**src/rtl/usb_sched_pkg.sv**
```systemverilog
// usb_sched_pkg: shared types for the USB frame scheduler (state encoding, frame number)
package usb_sched_pkg;
  localparam int FRAME_NUM_W = 11;
  typedef logic [FRAME_NUM_W-1:0] frame_num_t;
  typedef enum logic [2:0] {HALT, SOF, ARB, BUSY, EOF} state_t;
endpackage

```
**src/rtl/usb_frame_scheduler_if.sv**
```systemverilog
// usb_frame_scheduler_if: scheduler handshake bundle
//   master: requesters + transmitter side (drives enable, req, done, sof_done)
//   slave:  scheduler side (drives gnt, sof_start, frame_num, frame_overrun)
interface usb_frame_scheduler_if #(parameter int N = 4);
  import usb_sched_pkg::*;
  logic enable;
  logic [N-1:0] req;
  logic [N-1:0] gnt;
  logic done;
  logic sof_start;
  logic sof_done;
  frame_num_t frame_num;
  logic frame_overrun;
  modport master (output enable, req, done, sof_done, input gnt, sof_start, frame_num, frame_overrun);
  modport slave (input enable, req, done, sof_done, output gnt, sof_start, frame_num, frame_overrun);
endinterface

```
**src/rtl/rr_arbiter.sv**
```systemverilog
// rr_arbiter: combinational round-robin pick of the first requester after ptr
//   req: request vector, ptr: last granted index
//   gnt: one-hot pick, idx: picked index, any: at least one request
module rr_arbiter #(parameter int N = 4) (
  input  logic [N-1:0]         req,
  input  logic [$clog2(N)-1:0] ptr,
  output logic [N-1:0]         gnt,
  output logic [$clog2(N)-1:0] idx,
  output logic                 any
);
  localparam int IW = $clog2(N);
  logic [IW-1:0] c;
  assign any = |req;
  // Scan from farthest to nearest so the nearest requester after ptr wins.
  always_comb begin
    idx = ptr;
    c = '0;
    for (int k = N; k >= 1; k--) begin
      c = IW'((int'(ptr) + k) % N);
      if (req[c]) idx = c;
    end
  end
  always_comb begin
    gnt = '0;
    gnt[idx] = any;
  end
endmodule

```
**src/rtl/usb_frame_scheduler.sv**
```systemverilog
// usb_frame_scheduler: 1 ms SOF generation plus round-robin transmitter grants between SOFs
//   clk, reset (async, active-high)
//   bus (slave): enable, req, done, sof_done in; gnt, sof_start, frame_num, frame_overrun out
module usb_frame_scheduler
  import usb_sched_pkg::*;
#(
  parameter int N = 4,
  parameter int FRAME_CYCLES = 24000,
  parameter int GUARD_CYCLES = 2400
) (
  input logic clk,
  input logic reset,
  usb_frame_scheduler_if.slave bus
);
  localparam int IW = $clog2(N);
  localparam int CW = $clog2(FRAME_CYCLES);
  state_t state;
  logic [CW-1:0] cnt;
  logic [IW-1:0] ptr;
  logic [N-1:0] gnt;
  logic [N-1:0] pick;
  logic [IW-1:0] pick_idx;
  logic any;
  logic late;
  logic sof_start;
  logic frame_overrun;
  frame_num_t frame_num;
  logic wrap;
  logic guard;
  assign wrap = state != HALT && cnt == CW'(FRAME_CYCLES - 1);
  assign guard = cnt >= CW'(FRAME_CYCLES - GUARD_CYCLES);
  rr_arbiter #(.N(N)) u_arb (
    .req(bus.req),
    .ptr(ptr),
    .gnt(pick),
    .idx(pick_idx),
    .any(any)
  );
  // late marks a frame boundary passed during BUSY: the SOF is owed as soon as done arrives.
  always_ff @(posedge clk or posedge reset) begin
    if (reset) begin
      state <= HALT;
      cnt <= '0;
      ptr <= IW'(N - 1);
      gnt <= '0;
      late <= 1'b0;
      sof_start <= 1'b0;
      frame_overrun <= 1'b0;
      frame_num <= '0;
    end else begin
      sof_start <= 1'b0;
      frame_overrun <= 1'b0;
      cnt <= (state == HALT || wrap) ? '0 : cnt + 1'b1;
      case (state)
        HALT: if (bus.enable) begin
          state <= SOF;
          sof_start <= 1'b1;
        end
        SOF: if (bus.sof_done) begin
          frame_num <= frame_num + 1'b1;
          if (!bus.enable) begin
            state <= HALT;
            cnt <= '0;
          end else if (wrap) sof_start <= 1'b1;
          else state <= ARB;
        end else if (wrap) frame_overrun <= 1'b1;
        ARB: if (!bus.enable) begin
          state <= HALT;
          cnt <= '0;
        end else if (wrap) begin
          state <= SOF;
          sof_start <= 1'b1;
        end else if (guard) state <= EOF;
        else if (any) begin
          gnt <= pick;
          ptr <= pick_idx;
          state <= BUSY;
        end
        BUSY: begin
          if (wrap) frame_overrun <= 1'b1;
          if (bus.done) begin
            gnt <= '0;
            late <= 1'b0;
            if (!bus.enable) begin
              state <= HALT;
              cnt <= '0;
            end else if (late || wrap) begin
              state <= SOF;
              sof_start <= 1'b1;
            end else state <= ARB;
          end else if (wrap) late <= 1'b1;
        end
        EOF: if (!bus.enable) begin
          state <= HALT;
          cnt <= '0;
        end else if (wrap) begin
          state <= SOF;
          sof_start <= 1'b1;
        end
        default: state <= HALT;
      endcase
    end
  end
  assign bus.gnt = gnt;
  assign bus.sof_start = sof_start;
  assign bus.frame_num = frame_num;
  assign bus.frame_overrun = frame_overrun;
endmodule

```
**src/flat_wrapper.sv**
```systemverilog
// flat-port wrapper written by rule: the top's interface ports become plain ports
module usb_frame_scheduler_flat import usb_sched_pkg::*;
#(
  parameter int N = 4,
  parameter int FRAME_CYCLES = 24000,
  parameter int GUARD_CYCLES = 2400
)
  (clk, reset, bus_enable, bus_req, bus_done, bus_sof_done, bus_gnt, bus_sof_start, bus_frame_num, bus_frame_overrun);
  usb_frame_scheduler_if #(.N(N)) bus_i ();
  input logic clk;
  input logic reset;
  input wire logic [$bits(bus_i.enable)-1:0] bus_enable;
  input wire logic [$bits(bus_i.req)-1:0] bus_req;
  input wire logic [$bits(bus_i.done)-1:0] bus_done;
  input wire logic [$bits(bus_i.sof_done)-1:0] bus_sof_done;
  output wire logic [$bits(bus_i.gnt)-1:0] bus_gnt;
  output wire logic [$bits(bus_i.sof_start)-1:0] bus_sof_start;
  output wire logic [$bits(bus_i.frame_num)-1:0] bus_frame_num;
  output wire logic [$bits(bus_i.frame_overrun)-1:0] bus_frame_overrun;
  assign bus_i.enable = bus_enable;
  assign bus_i.req = bus_req;
  assign bus_i.done = bus_done;
  assign bus_i.sof_done = bus_sof_done;
  assign bus_gnt = bus_i.gnt;
  assign bus_sof_start = bus_i.sof_start;
  assign bus_frame_num = bus_i.frame_num;
  assign bus_frame_overrun = bus_i.frame_overrun;
  usb_frame_scheduler #(.N(N), .FRAME_CYCLES(FRAME_CYCLES), .GUARD_CYCLES(GUARD_CYCLES)) u_core (.clk(clk), .reset(reset), .bus(bus_i));
endmodule
```
**config.mk**
```make
export PLATFORM = sky130hd
export DESIGN_NAME = usb_frame_scheduler_flat
export DESIGN_NICKNAME = d
export VERILOG_FILES = /design/src/rtl/usb_sched_pkg.sv /design/src/rtl/usb_frame_scheduler_if.sv /design/src/rtl/rr_arbiter.sv /design/src/rtl/usb_frame_scheduler.sv /design/src/flat_wrapper.sv
export SDC_FILE = /design/constraint.sdc
export NUM_CORES = 1
export LEC_CHECK = 0
export ABC_AREA = 1
export CAP_MARGIN = 40
export CORE_ASPECT_RATIO = 0.5
export CORE_UTILIZATION = 31
export CTS_CLUSTER_SIZE = 10
export DETAILED_ROUTE_END_ITERATION = 10
export GPL_TIMING_DRIVEN = 0
export HOLD_SLACK_MARGIN = 0.06
export PLACE_DENSITY = 0.49
export RECOVER_POWER = 100
export SYNTH_ARGS = -nofsm -noshare
export SYNTH_HDL_FRONTEND = slang
export SYNTH_SLANG_ARGS = --single-unit
```
**constraint.sdc**
```tcl
create_clock -name clk -period 1.35 [get_ports clk]
set_input_delay 0.27 -clock clk [delete_from_list [all_inputs] [get_ports clk]]
set_output_delay 0.27 -clock clk [all_outputs]
set_load 0.02 [all_outputs]
```
==> results.toml, run 1 <==
[clocking]
worstSkewPairLatency_ns = 0.28
cts_sink_count = 38
numCtsBuffers = 5
ctsLongestPathBuffers = 2
clock_tree.htree_level_count = 2
clockRootBuffer = "sky130_fd_sc_hd__clkbuf_16"
cts_tree = "built"
cts.clk_slew.worst_paths_ns = 0.06

[synthesis]
synth-adder-area-share_pct = 1.62
post_synth_num_cell_types = 35
synth.area.mux_share_pct = 0
synth_warnings = 0
area_fraction_in_compound_gates_after_synthesis_pct = 2.69
synthCells = 298
synthesis.area_per_instance_um2 = 7.79
synth.net_count = 310
synth-seq-area-share_pct = 41.1
post_synth_and_or_nand_nor_area_fraction_pct = 41.9
synthXorXnorAreaFrac_pct = 5.66
synth_top_family_by_area = "simple AND/OR/NAND/NOR gates"
cell_area_synth_um2 = 2320
synth.ff_latch_count = 38

[die]
core_area_um2 = 6960
die_width_um = 124
die_area_um2 = 7860
floorplan.initialDensity_pct = 33.4
io_pins = 26
die_h_um = 63.2
floorplan.rows = 21

[cells_and_area]
syn2layout_area_growth_pct = 46.8
finish.instance_area_um2 = 3410
drive_above_1_share_pct = 38.2
insertedDiodeCount = 0
layout.filler_cells = 658
design.final.nets = 372

[worst_setup_path]
worst_ep_required_time_ns = 1.52
end_kind = "flip-flop"
cpPeakStageDelay_ns = 0.40
worst-path-buf-inv = 3
critical_path.slowest_cell = "sky130_fd_sc_hd__dfrtp_1"
critical_path_type = "reg2reg"
cp_top_family = "simple AND/OR/NAND/NOR gates"
worst-endpoint-arrival_ns = 1.80
critical_path.cell_chain = "ha_4, nand3_4, buf_4, nor2_4, nand2_1, nand2_2, inv_2, nand2_4, clkbuf_16, nor2_2"
timing.critical_path.fanout_max = 5
setup.worst_path.start_class = "flip-flop"

[route]
wl_per_cell_um = 12.4
antenna_left = 0
detailedRoute.firstPassIterationCount = 4
vias = 2119
drc = 0
detail_route.wirelength_um = 5610
detail_route.vias_per_cell = 4.68
drt_iter0_markers = 58

[sta]
timing.final.setup_violations = 35
finalMaxSlewViolations = 0
timing_hold_violations_final = 0
max_clock_freq_mhz = 614
grt_setup_unrepaired = "true"
max_slew.worst_pin.slew_ns = 0.528
final.setup_skew_ns = 0.00450
max-slew-margin-rel_pct = 64.8
timing.final.crit_share_pct = 121
finalWorstSetupSlack_ns = -0.279
finalCriticalPeriod_ns = 1.63

[placed_design]
io_buffer_count = 25
dpl.hpwl_um = 3790
postPlaceCellArea_um2 = 2720
gpl.final_weighted_congestion = 0.894

[grt]
maximum_number_of_pins_on_one_net_before_global_route_repair = 38
grt_usage_pct = 14.5
grt.overflow.total = 0
via_count_of_the_first_global_routing_pass = 1940
grt_first_pass_wirelength_um = 9160
grt_antenna_before_repair = 0

[power_and_ir_drop]
leakagePower_nw = 1.59
p_per_area_nw_per_um2 = 1840
finalPower_mw = 6.28
peak_supply_drop_mv = 0.641

[min_path]
hp-class = "in2async"

[run_status]
violations_in_the_final_reports = "setup timing"
outcome = "finished, violations left"

[job]
max-cap-violations = 0
cells by family (layout without fill, tap and decap cells):
| group | after synthesis | count (layout) |
|---|---|---|
| buf+inv | 40 | 103 |
| fa+ha+maj | 3 | 3 |
| compound gates | 9 | 9 |
| xor+xnor | 15 | 15 |
| flops | 38 | 38 |
| simple gates | 193 | 193 |
flip-flops by register name, summed over array words and instances, names as in the netlist:
register and cells:
u_core.cnt 15, u_core.late 1, u_core.bus.sof_start 1, u_core.bus.frame_overrun 1, u_core.ptr 2, u_core.bus.gnt 4
u_core.bus.frame_num 11, u_core.state 3
cell usage after synthesis:
library cell | n | share of area (%)
sky130_fd_sc_hd__inv_2 | 7 | 1.1
sky130_fd_sc_hd__buf_8 | 1 | 0.65
sky130_fd_sc_hd__o31ai_1 | 1 | 0.32
sky130_fd_sc_hd__buf_4 | 1 | 0.32
sky130_fd_sc_hd__nor2_1 | 32 | 5.2
sky130_fd_sc_hd__nor3b_1 | 1 | 0.32
sky130_fd_sc_hd__xnor2_1 | 6 | 2.3
sky130_fd_sc_hd__o211ai_1 | 1 | 0.32
sky130_fd_sc_hd__nor2_4 | 3 | 1.5
sky130_fd_sc_hd__dfstp_2 | 2 | 2.3
sky130_fd_sc_hd__nor4_2 | 1 | 0.54
sky130_fd_sc_hd__and2_1 | 1 | 0.27
sky130_fd_sc_hd__nand3b_1 | 2 | 0.65
sky130_fd_sc_hd__nand2_2 | 5 | 1.3
sky130_fd_sc_hd__nand4_2 | 2 | 1.1
sky130_fd_sc_hd__nor2_2 | 13 | 3.5
sky130_fd_sc_hd__nand3_1 | 28 | 6.0
sky130_fd_sc_hd__nand2_4 | 1 | 0.48
sky130_fd_sc_hd__nand3_2 | 2 | 0.86
sky130_fd_sc_hd__o21a_1 | 1 | 0.32
sky130_fd_sc_hd__nand2_1 | 83 | 13
sky130_fd_sc_hd__nor4_1 | 1 | 0.27
sky130_fd_sc_hd__a21oi_1 | 2 | 0.43
sky130_fd_sc_hd__inv_1 | 31 | 5.0
sky130_fd_sc_hd__nor3_2 | 2 | 0.86
sky130_fd_sc_hd__nor3b_2 | 1 | 0.54
sky130_fd_sc_hd__nand4_1 | 7 | 1.9
sky130_fd_sc_hd__nor3_4 | 3 | 2.1
sky130_fd_sc_hd__o21bai_1 | 1 | 0.32
sky130_fd_sc_hd__nor3_1 | 5 | 1.1
sky130_fd_sc_hd__dfrtp_1 | 36 | 39
sky130_fd_sc_hd__o21ai_0 | 2 | 0.43
sky130_fd_sc_hd__ha_1 | 3 | 1.6
sky130_fd_sc_hd__a211oi_2 | 1 | 0.54
sky130_fd_sc_hd__xor2_1 | 9 | 3.4
cells in the final DEF (no fill, tap or decap), types with 7 or more instances in the layout:
master	instances
sky130_fd_sc_hd__nand2_1	57
sky130_fd_sc_hd__dfrtp_1	33
sky130_fd_sc_hd__inv_1	29
sky130_fd_sc_hd__nand2_2	26
sky130_fd_sc_hd__buf_4	25
sky130_fd_sc_hd__nor2_1	21
sky130_fd_sc_hd__nand3_1	21
sky130_fd_sc_hd__nor2_2	15
sky130_fd_sc_hd__nor2_4	12
sky130_fd_sc_hd__dlygate4sd2_1	12
sky130_fd_sc_hd__xor2_1	9
sky130_fd_sc_hd__inv_2	7
sky130_fd_sc_hd__nand4_1	7
sky130_fd_sc_hd__clkdlybuf4s50_1	7
worst paths after layout:
kind	from	end	slack [ns]	cells past startpoint
setup reg to reg	u_core.cnt[0]$_DFF_PP0_	u_core.cnt[8]$_DFF_PP0_	-0.28	10
max in group asynchronous	reset	u_core.state[0]$_DFFE_PP0P_	0.33	3
setup / recovery	u_core.cnt[0]$_DFF_PP0_	u_core.cnt[8]$_DFF_PP0_	-0.28	10
hold / removal	reset	u_core.bus.frame_num[10]$_DFFE_PP0P_	0.28	2
hold reg to reg	u_core.bus.gnt[3]$_DFFE_PP0P_	u_core.bus.gnt[3]$_DFFE_PP0P_	0.47	2
min in group clk	u_core.bus.gnt[3]$_DFFE_PP0P_	u_core.bus.gnt[3]$_DFFE_PP0P_	0.47	2
power by group:
part	total [mW]	switching (mW)	internal (mW)	leakage (nW)
combinational	3.04	1.73	1.31	0.990
clock	1.58	0.469	1.11	0.0971
sequential	1.66	0.273	1.39	0.501
total	6.28	2.47	3.80	1.59
final cells by class:
cell class              instances  area (um2)  share of cell area (%)
flip-flops and latches         38         957                    28.1
well taps                      92         115                    3.38
multi-input cells             220        1480                    43.5
repair buffers                 55         470                    13.8
inverters                      38         153                    4.48
clock inverters                 2        60.1                    1.76
plain buffers                   2        31.3                   0.918
clock buffers                   6         139                    4.07
what timing repair did:
action | in CTS | in global routing
hold buffers | 0 | 0
endpoints found under the setup margin | 48 | 39
gates resized for setup | 67 | 37
gates cloned | 1 | 1
pin swaps | 14 | 21
buffers inserted | 16 | 11
routing by layer:
layer,up-vias,global-route usage (%),share of wire [%]
met5,-,0,0
met4,0,3.61,0.73
met3,2,3.31,2.8
met2,19,23.7,47
met1,1026,19.4,49
li1,1072,-,-
through the flow:
| stage | setup slack (ns) | instances | util (%) | TNS, ns | hold WS, ns |
|---|---|---|---|---|---|
| 2_1_floorplan | -0.121 | 298 | - | -0.879 | 0.408 |
| 3_3_place_gp | -0.796 | 415 | 38.8 | -33.61 | 0.462 |
| 3_5_place_dp | -0.484 | 416 | 39.1 | -8.72 | 0.456 |
| 4_1_cts | -0.250 | 441 | 46.1 | -3.79 | 0.164 |
| 5_1_grt | -0.366 | 453 | 48.9 | -9.31 | 0.286 |
| 6_report | -0.279 | 453 | 48.9 | -6.27 | 0.278 |
Power figures use the tool's default switching activity.
==> inputs of run 2 (changes only) <==
- HOLD_SLACK_MARGIN: 0.06 -> 0.1
==> results of run 2 <==
The final DEF is identical to that of run 1; final timing and power are the same.
